--- src/rtl/hue_calc.sv ---
// hue_calc: pipelined hue back-end for hsv_decoder.
// The input is magnitude(dividend)*60 / divisor. A 6-stage restoring divider
// produces a floor quotient. The quotient is then clamped and mapped to a
// hue angle in degrees.
// Timing: a pixel sampled at edge N appears on the outputs after edge N+8.
// Pipeline: stage 0, then divider stages 1..6, then stage 7
// (clamp/grey decision), then the output register.
module hue_calc #(
  parameter int HUE_W = 9
) (
  input  logic             i_clk,
  input  logic             i_rstn,
  input  logic [8:0]       i_dividend,
  input  logic [8:0]       i_divisor,
  input  logic [1:0]       i_function,
  input  logic             i_valid,
  output logic [HUE_W-1:0] o_hue,
  output logic             o_grey,
  output logic             o_valid
);

  // Per-stage pipeline state. Index 0 is the input register and index k is
  // divider stage k.
  logic [13:0] rem_reg   [0:6];
  logic [7:0]  div_reg   [0:6];
  logic [5:0]  q_reg     [0:6];
  logic        sign_reg  [0:6];
  logic [1:0]  func_reg  [0:6];
  logic        valid_reg [0:6];

  logic [7:0]  mag;
  logic [13:0] num;

  // Take |dividend| and scale it by 60 using shifts only: 64*m - 4*m.
  always_comb begin
    mag = i_dividend[8] ? 8'(-i_dividend) : i_dividend[7:0];
    num = {mag, 6'b0} - {4'b0, mag, 2'b0};
  end

  // Stage 0 registers the scaled numerator and the side-band fields.
  always_ff @(posedge i_clk) begin
    if (!i_rstn) begin
      valid_reg[0] <= 1'b0;
      rem_reg[0]   <= '0;
      div_reg[0]   <= '0;
      q_reg[0]     <= '0;
      sign_reg[0]  <= 1'b0;
      func_reg[0]  <= '0;
    end else begin
      valid_reg[0] <= i_valid;
      if (i_valid) begin
        rem_reg[0]  <= num;
        div_reg[0]  <= i_divisor[7:0];
        q_reg[0]    <= '0;
        sign_reg[0] <= i_dividend[8];
        func_reg[0] <= i_function;
      end
    end
  end

  genvar gi;
  generate
    for (gi = 1; gi <= 6; gi++) begin : div_stage
      localparam int SH = 6 - gi;
      logic [13:0] cmp;
      logic        ge;
      logic [5:0]  bit_mask;
      assign cmp      = {6'b0, div_reg[gi-1]} << SH;
      assign ge       = rem_reg[gi-1] >= cmp;
      assign bit_mask = 6'b1 << SH;

      // Restoring step: subtract the shifted divisor if it fits, and set
      // this stage's quotient bit.
      always_ff @(posedge i_clk) begin
        if (!i_rstn) begin
          valid_reg[gi] <= 1'b0;
          rem_reg[gi]   <= '0;
          div_reg[gi]   <= '0;
          q_reg[gi]     <= '0;
          sign_reg[gi]  <= 1'b0;
          func_reg[gi]  <= '0;
        end else begin
          valid_reg[gi] <= valid_reg[gi-1];
          if (valid_reg[gi-1]) begin
            rem_reg[gi]  <= ge ? rem_reg[gi-1] - cmp : rem_reg[gi-1];
            q_reg[gi]    <= ge ? (q_reg[gi-1] | bit_mask) : q_reg[gi-1];
            div_reg[gi]  <= div_reg[gi-1];
            sign_reg[gi] <= sign_reg[gi-1];
            func_reg[gi] <= func_reg[gi-1];
          end
        end
      end
    end
  endgenerate

  logic       valid7_reg;
  logic       grey7_reg;
  logic       sign7_reg;
  logic [1:0] func7_reg;
  logic [5:0] q7_reg;

  // Stage 7 clamps the quotient to 60 and decides whether the pixel is
  // achromatic. An achromatic pixel overrides any clamp.
  always_ff @(posedge i_clk) begin
    if (!i_rstn) begin
      valid7_reg <= 1'b0;
      grey7_reg  <= 1'b0;
      sign7_reg  <= 1'b0;
      func7_reg  <= '0;
      q7_reg     <= '0;
    end else begin
      valid7_reg <= valid_reg[6];
      if (valid_reg[6]) begin
        q7_reg    <= (q_reg[6] > 6'd60) ? 6'd60 : q_reg[6];
        grey7_reg <= (div_reg[6] == 8'd0) || (func_reg[6] == 2'd0);
        sign7_reg <= sign_reg[6];
        func7_reg <= func_reg[6];
      end
    end
  end

  logic signed [9:0] sq;
  logic        [9:0] hue_next;

  // Map the signed sector offset onto the dominant channel's base angle.
  // Red wraps negative offsets up by 360. Negative zero stays at 0.
  always_comb begin
    sq       = sign7_reg ? -$signed({4'b0, q7_reg}) : $signed({4'b0, q7_reg});
    hue_next = '0;
    if (!grey7_reg) begin
      case (func7_reg)
        2'd1:    hue_next = sq[9] ? 10'(sq + 10'sd360) : 10'(sq);
        2'd2:    hue_next = 10'(sq + 10'sd120);
        2'd3:    hue_next = 10'(sq + 10'sd240);
        default: hue_next = '0;
      endcase
    end
  end

  // Output register. The data outputs hold their value across bubbles.
  always_ff @(posedge i_clk) begin
    if (!i_rstn) begin
      o_valid <= 1'b0;
      o_hue   <= '0;
      o_grey  <= 1'b0;
    end else begin
      o_valid <= valid7_reg;
      if (valid7_reg) begin
        o_hue  <= HUE_W'(hue_next);
        o_grey <= grey7_reg;
      end
    end
  end

endmodule

--- config.mk ---
export PLATFORM = sky130hd
export DESIGN_NAME = hue_calc
export DESIGN_NICKNAME = d
export VERILOG_FILES = /design/src/rtl/hue_calc.sv
export SDC_FILE = /design/constraint.sdc
export NUM_CORES = 1
export LEC_CHECK = 0
export ABC_AREA = 1
export CORE_MARGIN = 2
export CORE_UTILIZATION = 40
export CTS_BUF_LIST = sky130_fd_sc_hd__clkbuf_4 sky130_fd_sc_hd__clkbuf_8
export DETAILED_ROUTE_END_ITERATION = 16
export PLACE_DENSITY = 0.59
export SLEW_MARGIN = 20
export SYNTH_ARGS = -nofsm -noshare
export SYNTH_HDL_FRONTEND = slang
export SYNTH_SLANG_ARGS = --single-unit
--- constraint.sdc ---
create_clock -name i_clk -period 5.3 [get_ports i_clk]
set_input_delay 0.53 -clock i_clk [delete_from_list [all_inputs] [get_ports i_clk]]
set_output_delay 0.53 -clock i_clk [all_outputs]
set_load 0.05 [all_outputs]
# Word level (Yosys, flattened, before mapping)
# Memories as Yosys holds them, arrays and structs flattened. A register that Yosys moved wholly into a read port is not among the register bits.
# Index checks and enable logic that the tools add are counted.
# totals
ff_bits	21
ram_bits	224
latchBits	0
memories	6
output_inout_bits	11
mem_bits_ro	0
# classes
mul	0
muxes	83
add_sub_neg	12
bitwise_logic	42
div_mod_pow	0
magnitude_cmp	7
n_eq_ne	3
shifts	0
n_reduce_logical	4
# mem_list
name	depth	word_bits	rd	rd_ports_with_merged_regs	write_ports	line	rtl
rem_reg	7	14	6	0	7	24	logic [13:0] rem_reg [0:6];
div_reg	7	8	7	0	7	25	logic [7:0] div_reg [0:6];
q_reg	7	6	7	0	7	26	logic [5:0] q_reg [0:6];
func_reg	7	2	7	0	7	28	logic [1:0] func_reg [0:6];
sign_reg	7	1	7	1	7	27	logic sign_reg [0:6];
valid_reg	7	1	7	0	7	29	logic valid_reg [0:6];
# ops
cell	n
$mux W14	13
$mux W8	8
$mux W6	9
$or A1 B1 Y1	42
$mux W1	38
$sub A14 B10 Y14	2
$pmux W9 S3	1
$add A9 B9 Y9 const B	2
$mux W9	2
$mux W2	8
$ge A14 B10 Y1	1
$ge A14 B11 Y1	1
$ge A14 B12 Y1	1
$ge A14 B13 Y1	1
$ge A14 B8 Y1	1
$ge A14 B9 Y1	1
$sub A14 B11 Y14	1
$sub A14 B12 Y14	1
$sub A14 B13 Y14	1
$sub A14 B8 Y14	1
$sub A14 B9 Y14	1
$mux W10	1
$neg A6 Y10	1
$add A9 B8 Y9 const B	1
other kinds (11)	12

# Longest topological paths before layout
# Gate-level depths: netlist (run 1).
# depth
ltp_word	6
ltp_mapped	18

# Worst setup path after synthesis (run 1)
# No wires, ideal clock.
# synth_path
path_kind	input port to flip-flop
from	input i_dividend[0]
to	memory rem_reg[0][13] (data pin)
n_path_buf	0
path_stages	17
t_required_ns	5.045
slack_ns	2.557
t_arrival_ns	2.488
path_cell_list	inv_1 -> ha_1 -> inv_2 -> nor2_4 -> nand3_1 -> nand2_1 -> nand2_1 -> nand2_1 -> inv_1 -> ha_1 -> a21oi_1 -> a21boi_0 -> o211ai_1 -> inv_1 -> nand3_1 -> nand2_1 -> nor2_1
# synth_lines
item	line	rtl
from (decl)	13	input logic [8:0] i_dividend,
to (decl)	24	

==> results of run 1 <==
-- power groups by stage --
stage	registers [mW]	clock network, mW	logic, mW
final	1.80	0.967	0.516
after global routing	1.81	1.05	0.595
after CTS	1.80	0.997	0.519
after detailed placement	1.84	0	0.517
after global placement	1.84	0	0.511
after floorplan	1.82	0	0.414
-- cells in the mapped netlist (all sizes together) --
master   number
clkbuf       11
nand3        63
nand3b        3
inv         201
fa            5
nand2       203
ha           56
o31ai         1
o211ai        9
a2111oi       1
and2          1
or2          11
xor2         21
o21bai        3
nand4        14
nor3         11
nor2        213
a311oi        1
a21o          5
a211oi        4
o21ai        66
o21a          3
nor4          4
o221ai        1
a21oi        88
a31oi         4
buf          12
clkinv        5
dfxtp        30
edfxtp      170
a21boi        1
xnor2        18
nor4b         1
-- path summary, 6_finish.rpt --
kind,startpoint,to,cells past startpoint
worst min register to register,valid7_reg,o_valid,2
worst min-delay path,valid7_reg,o_valid,2
worst max register to register,div_reg[3][0],rem_reg[1][2],14
worst max-delay path,i_dividend[0],rem_reg[0][13],18
-- placed cells by master (no fill, tap or decap), types with 7 or more instances in the layout --
| master | instances |
|---|---|
| a21oi_1 | 83 |
| clkbuf_8 | 17 |
| clkdlybuf4s50_1 | 32 |
| dfxtp_1 | 30 |
| edfxtp_1 | 170 |
| ha_1 | 56 |
| inv_1 | 196 |
| nand2_1 | 194 |
| nand2_2 | 7 |
| nand3_1 | 58 |
| nand4_1 | 14 |
| nor2_1 | 209 |
| nor3_1 | 10 |
| o211ai_1 | 9 |
| o21ai_0 | 52 |
| o21ai_1 | 12 |
| or2_2 | 10 |
| xnor2_1 | 18 |
| xor2_1 | 21 |
-- final cells by class --
| cell class | count | area [um2] |
|---|---|---|
| fill | 2629 | 15000 |
| sequential | 200 | 5710 |
| clock inverter | 13 | 136 |
| multi-input combinational | 811 | 4430 |
| timing repair buffer | 34 | 335 |
| tap | 341 | 427 |
| inverter | 206 | 773 |
| clock buffer | 19 | 249 |
-- layer usage --
metal / GRT usage / routed length (um) / vias to the layer above
met1: 0.182 / 9410 / 3567
met3: 0.0270 / 478 / 21
met4: 0.0468 / 312 / 0
met2: 0.280 / 10500 / 79
li1: - / - / 4152
met5: 0 / 0 / -
-- cell families (layout without fill, tap and decap cells) --
family                     after synthesis  in the layout  share of synthesized area
DFF                                    200            200                      0.517
adders and majority gates               61             61                     0.0725
buffers and inverters                  229            272                     0.0824
xor gates and xnor gates                39             39                     0.0309
AOI/OAI and AO/OA                      187            187                     0.0950
and+or+nand+nor                        524            524                      0.203
-- worst min-delay path: cells and delay by family, from the launching register on --
| family | cells | cell delay, ns |
|---|---|---|
| DFF | 1 | 0.34 |
| and+or+nand+nor | 1 | 0.06 |
| buffers and inverters | 1 | 0.03 |
-- through the flow --
stage | worst slack [ns] | area (um2) | power (mW) | cells | util
floorplan | 2.56 | 11000 | 2.24 | 1240 | -
global placement | 1.60 | 11700 | 2.35 | 1592 | 0.432
detailed placement | 1.55 | 11700 | 2.35 | 1592 | 0.432
CTS | 2.07 | 12100 | 3.32 | 1624 | 0.446
global route | 1.68 | 12100 | 3.45 | 1624 | 0.446
finish | 2.03 | 12100 | 3.28 | 1624 | 0.446
==> summary.md, run 1 <==
| Metric | Value |
|---|---|
| Number of hold buffers added after CTS | 0 |
| Power per Cell Area | 272 nW/um2 |
| Crit path required time | 5.54 ns |
| Core area | 27000 um2 |
| DRT Pass-1 Iters | 5 |
| Max frequency | 0.306 GHz |
| Combined buffer and inverter count along the critical path | 5 |
| # nets final | 1354 |
| Clock tree from TritonCTS | done |
| Number of antenna violations at the first check in global routing | 0 |
| Area overhead of the layout relative to synthesis | 9.15% |
| Setup TNS | 0 ns |
| Wire length of the first global-routing pass | 35.9 mm |
| Path type of the worst min-delay path | register to register |
| Outcome | completed |
| Synthesized Nets | 1324 |
| Final-report hold violation count | 0 |
| Unrepaired setup endpoints after global routing | no |
| Starting Density | 0.409 |
| LEAKAGE | 5.16 nW |
| Share of final-layout standard cells stronger than drive strength 1 | 0.0608 |
| Switching Share | 0.284 |
| Library cell appearing most often on the critical path | nand2_1 |
| Cells along the critical path | clkdlybuf4s50_1, inv_1, ha_1, inv_2, nor2_4, nand3_1, nand2_1, nand2_1, nand2_1, inv_1, ha_1, a21oi_1, a21boi_0, o211ai_1, inv_1, nand3_1, nand2_1, nor2_1 |
| Clock latency on the worst-skew pair | 0.47 ns |
| Count of pins over their slew limit | 0 |
| Final count of negative-setup-slack endpoints | 0 |
| Drt total wl | 20.7 mm |
| Peak supply drop | 123 uV |
| Setup skew after layout | 0.0171 ns |
| Die Footprint | 29000 um2 |
| Average routed wire per standard cell | 12.7 um |
| Number of clock sinks | 200 |
| Count of port buffers added during placement | 32 |
| Largest register FFs | 73 |
| Library cell contributing the largest single delay on the critical path | clkdlybuf4s50_1 |
| Max Cap Viol | 0 |
| Library cell occupying the most area in the post-synthesis netlist | edfxtp_1 |
| Arrival time at the worst endpoint | 3.51 ns |
| Final RePlAce weighted congestion | 0.849 |
| Switching power total | 0.932 mW |
| Part of the power in the clock network | 0.295 |
| Share of synthesized area occupied by flip-flops and latches | 0.517 |
| Clock period minus worst slack | 3.27 ns |
| Maximum net fanout on the critical path | 7 |
| ANT cells | 0 |
| Setup crit start kind | primary input |
| Clock-pin slew on the worst setup and hold paths | 0.11 ns |
| Maximum number of pins on one net before global-route repair | 30 |
| Setup slack of the most critical reg-to-reg path | 2.81 ns |
| Post-CTS resize count | 0 |
| Flop pwr share | 0.548 |
| Total of flip-flops plus latches after synthesis | 200 |
| Root Buffer Master | clkbuf_8 |
| Cell family contributing the most delay on the critical path | buffers and inverters |
| Inserted Clock Buffers | 17 |
| Overall Global Routing Usage | 0.153 |
| Longest individual stage delay on the worst path | 0.46 ns |
| Fraction of the cycle the final worst path needs | 0.617 |
| Cells after synthesis | 1240 |
| Top cell type's share of synthesized area | 0.462 |
| Horizontal extent of the die | 170 um |
| Headroom to the max-slew limit | 0.421 |
| Routed vias | 7819 |
| Number of distinct standard cells referenced by the synthesized netlist | 46 |
| Combinational power share | 0.157 |
| Internal power | 2.35 mW |
| Die Y-Extent | 170 um |
| Count of standard-cell rows | 60 |
| Vias/cell | 4.81 |
| Placed wire-length estimate after detailed placement | 16.2 mm |
| Total DRC errors in the routed layout | 0 |
| Hold slack final | 0.453 ns |
| Setup crit end kind | register |
| Clock Tree Buf Depth | 2 |
| Global route overflow | 0 |
| Worst-Margin Slew | 0.867 ns |
| I/O pin count | 34 |
| Vias in the first global route | 7825 |
| Cell types occupying the most area after synthesis | edfxtp_1 (46%), nor2_1 (7.1%), inv_1 (6.7%), nand2_1 (6.6%), ha_1 (6.3%) |
| Number of routed nets with antenna violations | 0 |
| Number of DRC markers after the initial detailed-route iteration | 486 |
| Worst Path Class, Setup | primary input to register |
| Synthesized area per cell | 8.91 um2 |
| Number of H-tree levels | 4 |
| Synth warn | 0 |
| Postcts setup bufs | 0 |
| Combined area of all synthesized cells | 11000 um2 |
Power figures use the tool's default switching activity.
==> run 2: changes to the inputs <==
- PLACE_DENSITY: 0.59 -> 0.61
- clock period: 5.3 -> 2.7 ns (I/O delays scaled with it)
==> run 2 against run 1 <==
Against the previous run:
- critical path depth down 2
- clock power grew 90%
- non-clock buffer count is 41 higher
- sequential share of layout area decreased by 1.2 points
- count of clock-buffer cells in the layout decreased by 1
- register-to-register slack got worse by 2.5 ns
- critical endpoint is now rem_reg[0][9]
- highest routed layer unchanged
==> summary.md, run 2 (synthesis results as in run 1) <==
| Metric | Value |
|---|---|
| Die Footprint | 29000 um2 (unchanged) |
| Largest register FFs | 73 (unchanged) |
| Final count of negative-setup-slack endpoints | 0 (unchanged) |
| Worst Path Class, Setup | primary input to register (unchanged) |
| Maximum number of pins on one net before global-route repair | 30 (unchanged) |
| Number of DRC markers after the initial detailed-route iteration | 489 (was 486) |
| Number of H-tree levels | 4 (unchanged) |
| Core area | 27000 um2 (unchanged) |
| Final-report hold violation count | 0 (unchanged) |
| Max Cap Viol | 0 (unchanged) |
| Number of routed nets with antenna violations | 0 (unchanged) |
| Switching power total | 1.86 mW (was 0.932 mW) |
| Global route overflow | 0 (unchanged) |
| Headroom to the max-slew limit | 0.566 (was 0.421) |
| Hold slack final | 0.427 ns (was 0.453 ns) |
| Inserted Clock Buffers | 17 (unchanged) |
| Count of port buffers added during placement | 32 (unchanged) |
| Count of pins over their slew limit | 0 (unchanged) |
| Reg-to-reg critical path startpoint | div_reg[3][0] (unchanged) |
| Vias in the first global route | 7794 (was 7825) |
| Unrepaired setup endpoints after global routing | no (unchanged) |
| Path type of the worst min-delay path | primary input to register (was register to register) |
| Area overhead of the layout relative to synthesis | 11.9% (was 9.15%) |
| Number of antenna violations at the first check in global routing | 0 (unchanged) |
| Post-route design area | 12400 um2 (was 12100 um2) |
| Number of instances on the worst hold path | 3 (was 2) |
| Count of standard-cell rows | 60 (unchanged) |
| Starting Density | 0.409 (unchanged) |
| Launch point of the worst hold path | i_divisor[7] (was valid7_reg) |
| Arrival time at the worst endpoint | 2.71 ns (was 3.51 ns) |
| Clock Tree Buf Depth | 2 (unchanged) |
| Leading cell types in the layout, fill and taps excluded | nor2_1 (209), inv_1 (196), nand2_1 (194) (unchanged) |
| ANT cells | 0 (unchanged) |
| I/O pin count | 34 (unchanged) |
| Worst-Margin Slew | 0.652 ns (was 0.867 ns) |
| Total Power | 6.46 mW (was 3.28 mW) |
| Overall Global Routing Usage | 0.156 (was 0.153) |
| Average routed wire per standard cell | 12.9 um (was 12.7 um) |
| Final core utilization | 0.457 (was 0.446) |
| LEAKAGE | 5.37 nW (was 5.16 nW) |
| Outcome | completed (unchanged) |
| Leading cell type in the layout, fill and taps excluded | nor2_1 (unchanged) |
| Die Y-Extent | 170 um (unchanged) |
| Clock-pin slew on the worst setup and hold paths | 0.11 ns (about the same) |
| Max frequency | 0.402 GHz |
| Routed vias | 8033 (was 7819) |
| Crit path required time | 2.93 ns (was 5.54 ns) |
| Clock tree from TritonCTS | done (unchanged) |
| DRT Pass-1 Iters | 5 (unchanged) |
| Maximum net fanout on the critical path | 3 (was 7) |
| Combinational power share | 0.168 (was 0.157) |
| Final RePlAce weighted congestion | 0.906 (was 0.849) |
| Setup crit end kind | register (unchanged) |
| Setup skew after layout | 0.0158 ns (was 0.0171 ns) |
| Flop pwr share | 0.547 (was 0.548) |
| Power per Cell Area | 523 nW/um2 (was 272 nW/um2) |
| Total DRC errors in the routed layout | 0 (unchanged) |
| Clock period minus worst slack | 2.49 ns |
| Worst-case reg-to-reg path depth | 14 (unchanged) |
| Share of final-layout standard cells stronger than drive strength 1 | 0.0899 (was 0.0608) |
| Drt total wl | 21.4 mm (was 20.7 mm) |
| Placed wire-length estimate after detailed placement | 16.7 mm (was 16.2 mm) |
| R2r endpoint | rem_reg[1][4] (was rem_reg[1][2]) |
| Number of clock sinks | 200 (unchanged) |
| Root Buffer Master | clkbuf_8 (unchanged) |
| Part of the power in the clock network | 0.285 (was 0.295) |
| Switching Share | 0.289 (was 0.284) |
| Clock latency on the worst-skew pair | 0.48 ns (was 0.47 ns) |
| Fraction of the cycle the final worst path needs | 0.921 |
| Internal power | 4.60 mW (was 2.35 mW) |
| Horizontal extent of the die | 170 um (unchanged) |
| Setup slack of the most critical reg-to-reg path | 0.32 ns (was 2.81 ns) |
| Postcts setup bufs | 0 (unchanged) |
| Vias/cell | 4.82 (was 4.81) |
| Post-detailed-placement cell area | 12000 um2 (was 11700 um2) |
| Number of hold buffers added after CTS | 0 (unchanged) |
| Wire length of the first global-routing pass | 36.6 mm (was 35.9 mm) |
| # nets final | 1395 (was 1354) |
| Peak supply drop | 292 uV (was 123 uV) |
| Setup crit start kind | primary input (unchanged) |
| Worst Hold Endpoint | div_reg[0][7] (was o_valid) |
[run 2: cell count changes in the layout (fill, tap and decap cells not counted)]
cell / delta
a21boi_1: +1
clkbuf_4: -2
a21boi_0: -1
inv_4: +2
clkinvlp_4: -3
bufinv_16: -1
clkinv_4: +3
inv_6: -3
inv_8: +2
clkbuf_8: +1
buf_4: +41
clkinv_8: +1
[run 2: what timing repair did]
action,4_1_cts,5_1_grt
gates resized for setup,0,1
setup endpoints to repair,0,2
hold endpoints to repair,0,0
[run 2: layer usage]
| layer | track usage | up-vias | wire length (um) |
|---|---|---|---|
| met2 | 0.288 | 101 | 11200 |
| met4 | 0.0357 | 0 | 178 |
| li1 | - | 4234 | - |
| met5 | 0 | - | 0 |
| met3 | 0.0286 | 11 | 508 |
| met1 | 0.189 | 3687 | 9560 |
[run 2: critical path: stages]
cell and delay (ns):
clkdlybuf4s50_1 0.48, inv_1 0.07, ha_1 0.23, inv_2 0.10, nor2_4 0.04, nand3_1 0.09
nand3b_1 0.09, nand2_1 0.09, inv_1 0.05, ha_1 0.33, a21oi_1 0.24, a21boi_1 0.27
buf_4 0.15, o21ai_2 0.04, o21ai_0 0.14, a21oi_1 0.06
[run 2: worst max path at each step]
stage	from	end	slack [ns]	depth (start not counted)
global placement	i_dividend[0]	rem_reg[0][9]	-0.27	16
detailed placement	i_dividend[0]	rem_reg[0][9]	-0.30	16
floorplan	i_dividend[0]	rem_reg[0][13]	0.22	17
global route	i_dividend[0]	rem_reg[0][11]	0.02	13
finish	i_dividend[0]	rem_reg[0][9]	0.21	16
CTS	i_dividend[0]	rem_reg[0][9]	0.20	16
[run 2: stage by stage]
stage                     setup slack [ns]  cells  setup TNS, ns
after floorplan                      0.217   1240              0
after global placement              -0.268   1633         -0.820
after detailed placement            -0.295   1633          -1.16
after CTS                            0.200   1665              0
after global routing                0.0201   1665              0
final                                0.214   1665              0
[run 2: final cells by class]
cell class	instances	area, um2
Clock inverter	14	135
Tap cell	341	427
Sequential cell	200	5710
Multi-Input combinational cell	811	4430
Clock buffer	18	248
Inverter	206	773
Timing Repair Buffer	75	643
Fill cell	2612	14700
[run 2: power by group through the flow]
stage,Clock [mW],Combinational (mW),Sequential [mW]
finish,1.84,1.09,3.53
global route,2.02,1.24,3.55
CTS,1.91,1.08,3.53
detailed placement,0,1.08,3.60
global placement,0,1.07,3.60
floorplan,0,0.812,3.58
